==> src/rtl/ckt_bist_fsim.sv <==
// ckt_bist_fsim: LFSR-driven serial fault simulator for the six-input benchmark function
module ckt_bist_fsim #(
  parameter int PAT_COUNT = 63,
  parameter logic [5:0] SEED = 6'b000001,
  parameter int SIG_W = 16,
  parameter logic [SIG_W-1:0] SIG_POLY = 16'h1021,
  parameter int CW = $clog2(PAT_COUNT + 1)
) (
  input  logic             clk,
  input  logic             rst,
  input  logic             start,
  input  logic [4:0]       fault_site,
  input  logic             fault_val,
  output logic             busy,
  output logic             done,
  output logic [5:0]       pattern,
  output logic             good_w,
  output logic             faulty_w,
  output logic [SIG_W-1:0] signature,
  output logic             detected,
  output logic [CW-1:0]    first_fail,
  output logic [CW-1:0]    fail_count
);
  localparam logic [5:0] SEED_EFF = (SEED == 6'd0) ? 6'd1 : SEED;
  localparam logic [CW-1:0] LAST = CW'(PAT_COUNT - 1);
  typedef enum logic [1:0] {IDLE, RUN, DONE} state_t;
  state_t state, state_n;
  logic [5:0] lfsr, last_pat;
  logic [CW-1:0] cnt;
  logic [4:0] site_q;
  logic val_q, good, bad;
  function automatic logic frc(input logic [4:0] s, input logic v, input int k, input logic x);
    return (s == 5'(k)) ? v : x;
  endfunction
  function automatic logic eval(input logic [5:0] p, input logic [4:0] s, input logic v);
    logic [15:1] l;
    for (int i = 1; i <= 6; i++) l[i] = frc(s, v, i, p[6-i]);
    l[7]  = frc(s, v, 7, ~l[1]);
    l[8]  = frc(s, v, 8, l[4] | l[5]);
    l[9]  = frc(s, v, 9, l[8]);
    l[10] = frc(s, v, 10, l[8]);
    l[11] = frc(s, v, 11, l[7] & l[2]);
    l[12] = frc(s, v, 12, l[3] & l[9]);
    l[13] = frc(s, v, 13, l[10] | l[6]);
    l[14] = frc(s, v, 14, l[11] | l[12]);
    l[15] = frc(s, v, 15, l[14] & l[13]);
    return l[15];
  endfunction
  always_comb begin
    good = eval(lfsr, 5'd0, 1'b0);
    bad = eval(lfsr, site_q, val_q);
    state_n = (state == RUN) ? ((cnt == LAST) ? DONE : RUN) : (start ? RUN : state);
    busy = state == RUN;
    done = state == DONE;
    pattern = busy ? lfsr : last_pat;
  end
  always_ff @(posedge clk) begin
    if (rst) begin
      state <= IDLE;
      lfsr <= SEED_EFF;
      cnt <= '0;
      last_pat <= '0;
      good_w <= 1'b0;
      faulty_w <= 1'b0;
      signature <= '0;
      detected <= 1'b0;
      first_fail <= '0;
      fail_count <= '0;
      site_q <= '0;
      val_q <= 1'b0;
    end else begin
      state <= state_n;
      if (state != RUN && start) begin
        lfsr <= SEED_EFF;
        cnt <= '0;
        signature <= '0;
        detected <= 1'b0;
        first_fail <= '0;
        fail_count <= '0;
        site_q <= fault_site;
        val_q <= fault_val;
      end else if (state == RUN) begin
        lfsr <= {lfsr[4:0], lfsr[5] ^ lfsr[4]};
        cnt <= cnt + 1'b1;
        last_pat <= lfsr;
        good_w <= good;
        faulty_w <= bad;
        signature <= {signature[SIG_W-2:0], 1'b0} ^ (signature[SIG_W-1] ? SIG_POLY : '0) ^ SIG_W'(bad);
        if (good != bad) begin
          if (!detected) first_fail <= cnt;
          detected <= 1'b1;
          if (!(&fail_count)) fail_count <= fail_count + 1'b1;
        end
      end
    end
  end
endmodule

==> config.mk <==
export PLATFORM = sky130hd
export DESIGN_NAME = ckt_bist_fsim
export DESIGN_NICKNAME = d
export VERILOG_FILES = /design/src/rtl/ckt_bist_fsim.sv
export SDC_FILE = /design/constraint.sdc
export NUM_CORES = 1
export LEC_CHECK = 0
export CORE_UTILIZATION = 56
export CTS_CLUSTER_DIAMETER = 120
export CTS_CLUSTER_SIZE = 10
export DETAILED_ROUTE_END_ITERATION = 16
export GPL_TIMING_DRIVEN = 0
export PLACE_DENSITY = 0.91
export SETUP_SLACK_MARGIN = 0.05
export SLEW_MARGIN = 10
export SYNTH_ARGS = -nofsm -noshare
export SYNTH_HDL_FRONTEND = slang
export SYNTH_SLANG_ARGS = --single-unit
==> constraint.sdc <==
create_clock -name clk -period 4.7 [get_ports clk]
set_clock_uncertainty 0.15 [all_clocks]
set_input_delay 0.94 -clock clk [delete_from_list [all_inputs] [get_ports clk]]
set_output_delay 0.94 -clock clk [all_outputs]
set_load 0.05 [all_outputs]
==> summary.md, run 1 <==
| Metric | Value |
|---|---|
| Post-Syn Instances | `approximately 330` |
| Asr flop ratio synth | `0` |
| Io pins | `48` |
| Synth Flop Type | `dfxtp_1` |
| Drt first-iter violations | `180` |
| Clock Path Buffers | `2` |
| Final nets | `between 300 and 400` |
| Synth Cell Area | `around 2600 sq um` |
| Worst vdd ir | `0.3175 mV` |
| Data arrival, critical path | `between 2 and 3 ns` |
| Die area | `4986 sq um` |
| Via/cell ratio | `roughly 6` |
| RePlAce Congestion | `0.9513` |
| Final setup TNS | `0 ns` |
| Num CTS Buffers | `9` |
| Period utilization | `0.8063` |
| Measured slew at the worst slew-check pin | `0.5765 ns` |
| FP Rows | `24` |
| Antenna violations before repair | `0` |
| Final setup vio count | `0` |
| I/O Buffers | `between 40 and 50` |
| H-tree levels | `3` |
| Drt pass-1 iters | `11` |
| Post-Syn Nets | `338` |
| Required time of the critical path | `3.61 ns` |
| Final min period | `3.789 ns` |
| Die H | `about 71 um` |
| Post-cts sizing count | `0` |
| CTS clk-pin slew, worst paths | `0.07 ns` |
| Pins Over Slew Limit | `0` |
| Hold slack | `0.3215 ns` |
| Hold Crit Class | `flop to flop` |
| DRC | `2` |
| Hpwl dp | `roughly 4600 um` |
| Initial core utilization | `0.5932` |
| Max cap viols | `0` |
| Via Count | `2624` |
| Netlist cell types | `53` |
| DP Cell Count | `~420` |
| Antenna viol nets, final | `0` |
| Vias in the first global route | `2514` |
| Largest net degree at the start of global routing | `11` |
| ANT cells | `0` |
| Max Fanout on Critical Path | `10` |
| All-Layer GR Usage | `0.2993` |
| Startpoint Class | `flop` |
| Clock Sinks | `57` |
| Mapped Avg Cell Area | `8.112 sq um` |
| Overflow left after global routing | `0` |
| RSZ-0062 raised after global routing | `false` |
| Share of the yosys chip area belonging to registers | `0.4328` |
| Dominant cell type by area after synthesis | `dfxtp_1` |
| Setup bufs post-CTS | `0` |
| Fin. Hold Viols | `0` |
| P_leak | `roughly 0.0012 uW` |
| Finished Layout Cells | `about 440` |
| Crit path capture type | `output pin` |
| TritonCTS clock tree | `built` |
| Syn. warnings | `0` |
| Routed WL | `7114 um` |
| WL/cell | `~16 um` |
| First-pass GRT wire length | `about 12000 um` |
| FF+latch count, synth | `57` |
| Top cells by area, synth | `dfxtp_1 (43%), nand2_1 (11%), a21oi_1 (8.5%)` |
| Worst skew pair latency | `0.34 ns` |
| Clock Root Buffer | `clkbuf_8` |
| Max_slew headroom | `0.6157` |
| Die Span X | `~70 um` |
| Fmax | `263.9 MHz` |
| Critical path type | `flop to output pin` |
| Synth-to-layout area growth | `28.81%` |
| EDFF count, synth | `0` |
| Share of cells above drive strength 1 | `0.07513` |
| Core Region | `between 4000 and 5000 sq um` |
| Failing checks | `DRC` |
| CTS Hold Bufs | `0` |
| Power per cell area | `roughly 350 nW/um^2` |
| Top cell type's share of synthesized area | `0.4328` |
| Status | `complete, but fails checks` |
path summary, 6_finish.rpt:
path	slack [ns]	from	cells after the start	to
setup / recovery	0.91	state[1]	6	pattern[1]
hold / removal	0.32	last_pat[0]	2	last_pat[0]
setup reg to reg	1.83	site_q[4]	9	fail_count[5]
hold reg to reg	0.32	last_pat[0]	2	last_pat[0]
registers in the layout (all words and copies together) (netlist names):
signal / flops
faulty_w: 1
first_fail: 6
site_q: 5
state: 2
val_q: 1
signature: 16
good_w: 1
detected: 1
cnt: 6
last_pat: 6
lfsr: 6
fail_count: 6
critical path, cell delays in order (launching register included):
cell and delay, ns:
dfxtp_1 0.34, nand2b_1 0.23, clkbuf_1 0.40, buf_1 0.37, nand2_1 0.12, nand2_1 0.09, clkdlybuf4s50_1 0.80
through the flow:
step	cell area (sq um)	util	power (uW)	setup slack (ns)
6_report	3396	0.7641	1187	0.9106
5_1_grt	3396	0.7641	1218	0.8179
4_1_cts	3396	0.7641	1184	0.9505
3_5_place_dp	3152	0.7092	629.2	1.335
3_3_place_gp	3152	0.7092	626.1	1.332
2_1_floorplan	2636	-	594.0	1.791
per-layer routing:
layer,global-route usage,vias to the layer above,routed length (um)
met5,0,-,0
met3,0.08689,21,453
met2,0.5146,103,3471
li1,-,1239,-
met4,0.1400,0,209
met1,0.3458,1261,2980
kinds of logic after synthesis:
family          share of synthesized area
flops                              0.4328
fa+ha+maj                         0.01899
compound gates                     0.2069
buf+inv                           0.05173
xor+xnor                          0.04556
mux                               0.01519
simple gates                       0.2288
cell type report:
type	instances	area (sq um)
buffer	23	106.4
clock buffer	11	141.4
clock inverter	5	102.6
fill	306	1049
inverter	8	30.03
multi-input combinational	237	1359
sequential	57	1141
tap	52	65.06
timing repair buffer	45	450.4
synth_stat cells (2+ instances only):
master,count
mux2i_1,4
a211oi_1,3
buf_1,3
xor2_1,5
dfxtp_1,57
or4_1,2
buf_4,2
nor3b_1,3
nand4_1,3
a21oi_1,45
o211ai_1,4
buf_2,4
nand3_1,15
a31oi_1,4
o22ai_1,2
and3_1,2
nor2b_1,4
inv_1,7
o21a_1,2
clkbuf_1,13
nor2_1,16
xnor2_1,5
o21bai_1,2
o21ai_0,10
ha_1,4
nand2_1,74
nand2b_1,4
cell usage in the layout, fill, tap and decap left out, types with 2 or more instances in the layout:
cell type and instances:
a31oi_1 4, o21a_1 2, o21bai_1 2, nand2_1 74, o22ai_1 2, nand4_1 3, inv_1 7, xor2_1 5
clkdlybuf4s50_1 45, and3_1 2, or4_1 2, mux2i_1 4, nor3b_1 3, bufinv_16 3, o211ai_1 4, ha_1 4
clkbuf_8 10, clkbuf_1 14, a21oi_1 45, nor2b_1 4, xnor2_1 5, buf_1 3, buf_4 2, nand3_1 15
buf_2 4, dfxtp_1 57, o21ai_0 10, nor2_1 16, a211oi_1 3, nand2b_1 4
power breakdown:
part / leakage (uW) / internal, uW / switching [uW]
Sequential: 0.000462 / 492 / 9.90
Clock: 0.000120 / 366 / 199
Combinational: 0.000643 / 39.0 / 80.9
Note: power is estimated with default switching activity, not from simulation.
==> inputs of run 2 (changes only) <==
Settings changed: CORE_UTILIZATION 56 to 47, PLACE_DENSITY 0.91 to 0.82.
Clock period 4.7 ns to 3.3 ns, I/O delays scaled along.
==> summary.md, run 2 (synthesis gave the netlist of run 1 again) <==
| Metric | Value |
|---|---|
| Status | `completed` |
| All-Layer GR Usage | `0.2327` |
| Setup bufs post-CTS | `0` |
| P_leak | `0.001212 uW` |
| I/O Buffers | `45` |
| Max_slew headroom | `0.6414` |
| Critical path type | `flop to output pin` |
| RSZ-0062 raised after global routing | `false` |
| Final setup vio count | `0` |
| Fin. Hold Viols | `0` |
| Vias in the first global route | `between 2k and 2.5k` |
| Data arrival, critical path | `~2.3 ns` |
| Final nets | `approximately 390` |
| Final min period | `approximately 3.1 ns` |
| R2r setup slk | `0.42 ns` |
| Worst path max stage delay | `0.80 ns` |
| Largest net degree at the start of global routing | `12` |
| Hold EP | `faulty_w` |
| Critical Path Slowest Stage Cell | `clkdlybuf4s50_1` |
| DRC | `0` |
| Startpoint Class | `flop` |
| Sw frac | `0.2714` |
| Hold path start | `faulty_w` |
| FP Rows | `26` |
| Clock Sinks | `57` |
| CTS Hold Bufs | `0` |
| Pins Over Slew Limit | `0` |
| DP Cell Count | `440` |
| Sequential cell area | `approximately 1100 sq um` |
| Clock Path Buffers | `2` |
| Antenna viol nets, final | `0` |
| ANT cells | `0` |
| CP cell instances | `nand2b_1 > inv_1 > clkbuf_2 > nand2_1 > nand2_1 > clkdlybuf4s50_1` |
| Measured slew at the worst slew-check pin | `between 0.5 and 0.6 ns` |
| Clk pwr share | `0.428` |
| Hpwl dp | `4532 um` |
| Via Count | `2490` |
| Combinational Power Share | `0.108` |
| Filler Cell Count | `between 400 and 500` |
| Max cap viols | `0` |
| Io pins | `48` |
| Die H | `approximately 77 um` |
| Die area | `between 5000 and 6000 sq um` |
| Worst Setup SP | `state[1]` |
| Clock Root Buffer | `clkbuf_8` |
| WP buf/inv | `3` |
| Reg2Reg Depth | `8` |
| Reg power frac | `0.464` |
| Overflow left after global routing | `0` |
| Critical Path Most Common Cell | `nand2_1` |
| Num CTS Buffers | `9` |
| Final setup TNS | `0 ns` |
| Die Span X | `76.90 um` |
| Cell depth of the worst hold path | `2` |
| Commonest non-fill, non-tap cell in the layout | `nand2_1` |
| Share of cells above drive strength 1 | `0.08290` |
| Crit path capture type | `output pin` |
| CTS clk-pin slew, worst paths | `about 0.070 ns` |
| Finished Layout Cells | `around 460` |
| Power per cell area | `about 460 nW/um^2` |
| Biggest register | `signature` |
| Cell Int Power | `~1100 uW` |
| Most frequent cells in the layout | `nand2_1 (74), dfxtp_1 (57), a21oi_1 (45)` |
| Synth-to-layout area growth | `28.10%` |
| Initial core utilization | `0.5033` |
| Flip-flop count of the largest register after layout | `16` |
| Required time of the critical path | `~2.5 ns` |
| Multi-input logic area | `between 1000 and 1500 sq um` |
| Fmax | `between 300 and 400 MHz` |
| Routed WL | `6438 um` |
| Worst vdd ir | `about 0.30 mV` |
| TritonCTS clock tree | `built` |
| Via/cell ratio | `5.461` |
| Core Region | `around 5200 sq um` |
| WL/cell | `~14 um` |
| Reg2Reg Launch Point | `site_q[4]` |
| Crit path max-delay family | `buffers and inverters` |
| RePlAce Congestion | `0.8632` |
| Antenna violations before repair | `0` |
| Period utilization | `0.9427` |
| Worst skew pair latency | `0.34 ns` |
| Tot Pwr | `around 1500 uW` |
| FF-to-FF End | `fail_count[2]` |
| Switching pwr | `between 400 and 500 uW` |
| Max Fanout on Critical Path | `10` |
| Hold Crit Class | `flop to flop` |
| Cell depth of the worst setup path | `6` |
| First-pass GRT wire length | `around 11000 um` |
| Drt pass-1 iters | `4` |
| H-tree levels | `3` |
| Drt first-iter violations | `~120` |
run 2: cell types whose count changed in the layout (fill, tap and decap cells not counted):
| cell | previous run | this run |
|---|---|---|
| bufinv_16 | 3 | 1 |
| clkbuf_1 | 14 | 11 |
| clkbuf_2 | 0 | 2 |
| clkdlybuf4s50_1 | 45 | 41 |
| clkinv_2 | 1 | 0 |
| clkinvlp_4 | 1 | 5 |
| dlygate4sd2_1 | 0 | 4 |
run 2: worst min-delay path, cell delays in order, from the launching register on:
cell     delay, ns
dfxtp_1       0.31
nand2_1       0.06
a21oi_1       0.06
run 2: timing repair:
action / CTS / global route
endpoints found under the setup margin: 6 / 5
pin swaps: 0 / 0
resized for setup: 5 / 2
run 2: final cells by class:
| type | count | share of cell area |
|---|---|---|
| flip-flops and latches | 57 | 0.3379 |
| repair buffers | 45 | 0.1319 |
| clock buffers | 10 | 0.04076 |
| plain buffers | 23 | 0.03223 |
| well taps | 70 | 0.02594 |
| clock inverters | 6 | 0.02001 |
| inverters | 8 | 0.008892 |
| multi-input cells | 237 | 0.4024 |
run 2: through the flow:
| stage | setup slack, ns | hold slack [ns] | utilization | area (sq um) |
|---|---|---|---|---|
| floorplan | 0.6706 | 0.2943 | - | 2636 |
| CTS | 0.05802 | 0.3188 | 0.6445 | 3376 |
| global route | 0.05837 | 0.3331 | 0.6448 | 3377 |
| finish | 0.1891 | 0.3165 | 0.6448 | 3377 |
| detailed placement | 0.1723 | 0.3087 | 0.6061 | 3174 |
| global placement | 0.1886 | 0.2956 | 0.6061 | 3174 |
run 2: how the worst max path moves through the flow:
| stage | to | slack [ns] |
|---|---|---|
| after floorplan | pattern[5] | 0.67 |
| after CTS | pattern[0] | 0.06 |
| after global placement | pattern[0] | 0.19 |
| after detailed placement | pattern[0] | 0.17 |
| after global routing | pattern[0] | 0.06 |
| final | pattern[3] | 0.19 |
run 2: metal layers:
metal | wire length [um] | vias to the layer above | GRT usage | share of wire
li1 | - | 1238 | - | -
met1 | 2947 | 1179 | 0.2767 | 0.46
met2 | 3043 | 65 | 0.3795 | 0.47
met3 | 357 | 8 | 0.07738 | 0.055
met4 | 89 | 0 | 0.1019 | 0.014
met5 | 0 | - | 0 | 0
run 2: power groups by stage:
| stage | Clock, uW | Combinational (uW) | Sequential, uW |
|---|---|---|---|
| detailed placement | 0 | 166 | 730 |
| floorplan | 0 | 109 | 737 |
| finish | 660 | 167 | 714 |
| global placement | 0 | 164 | 729 |
| CTS | 667 | 166 | 714 |
| global route | 703 | 181 | 716 |
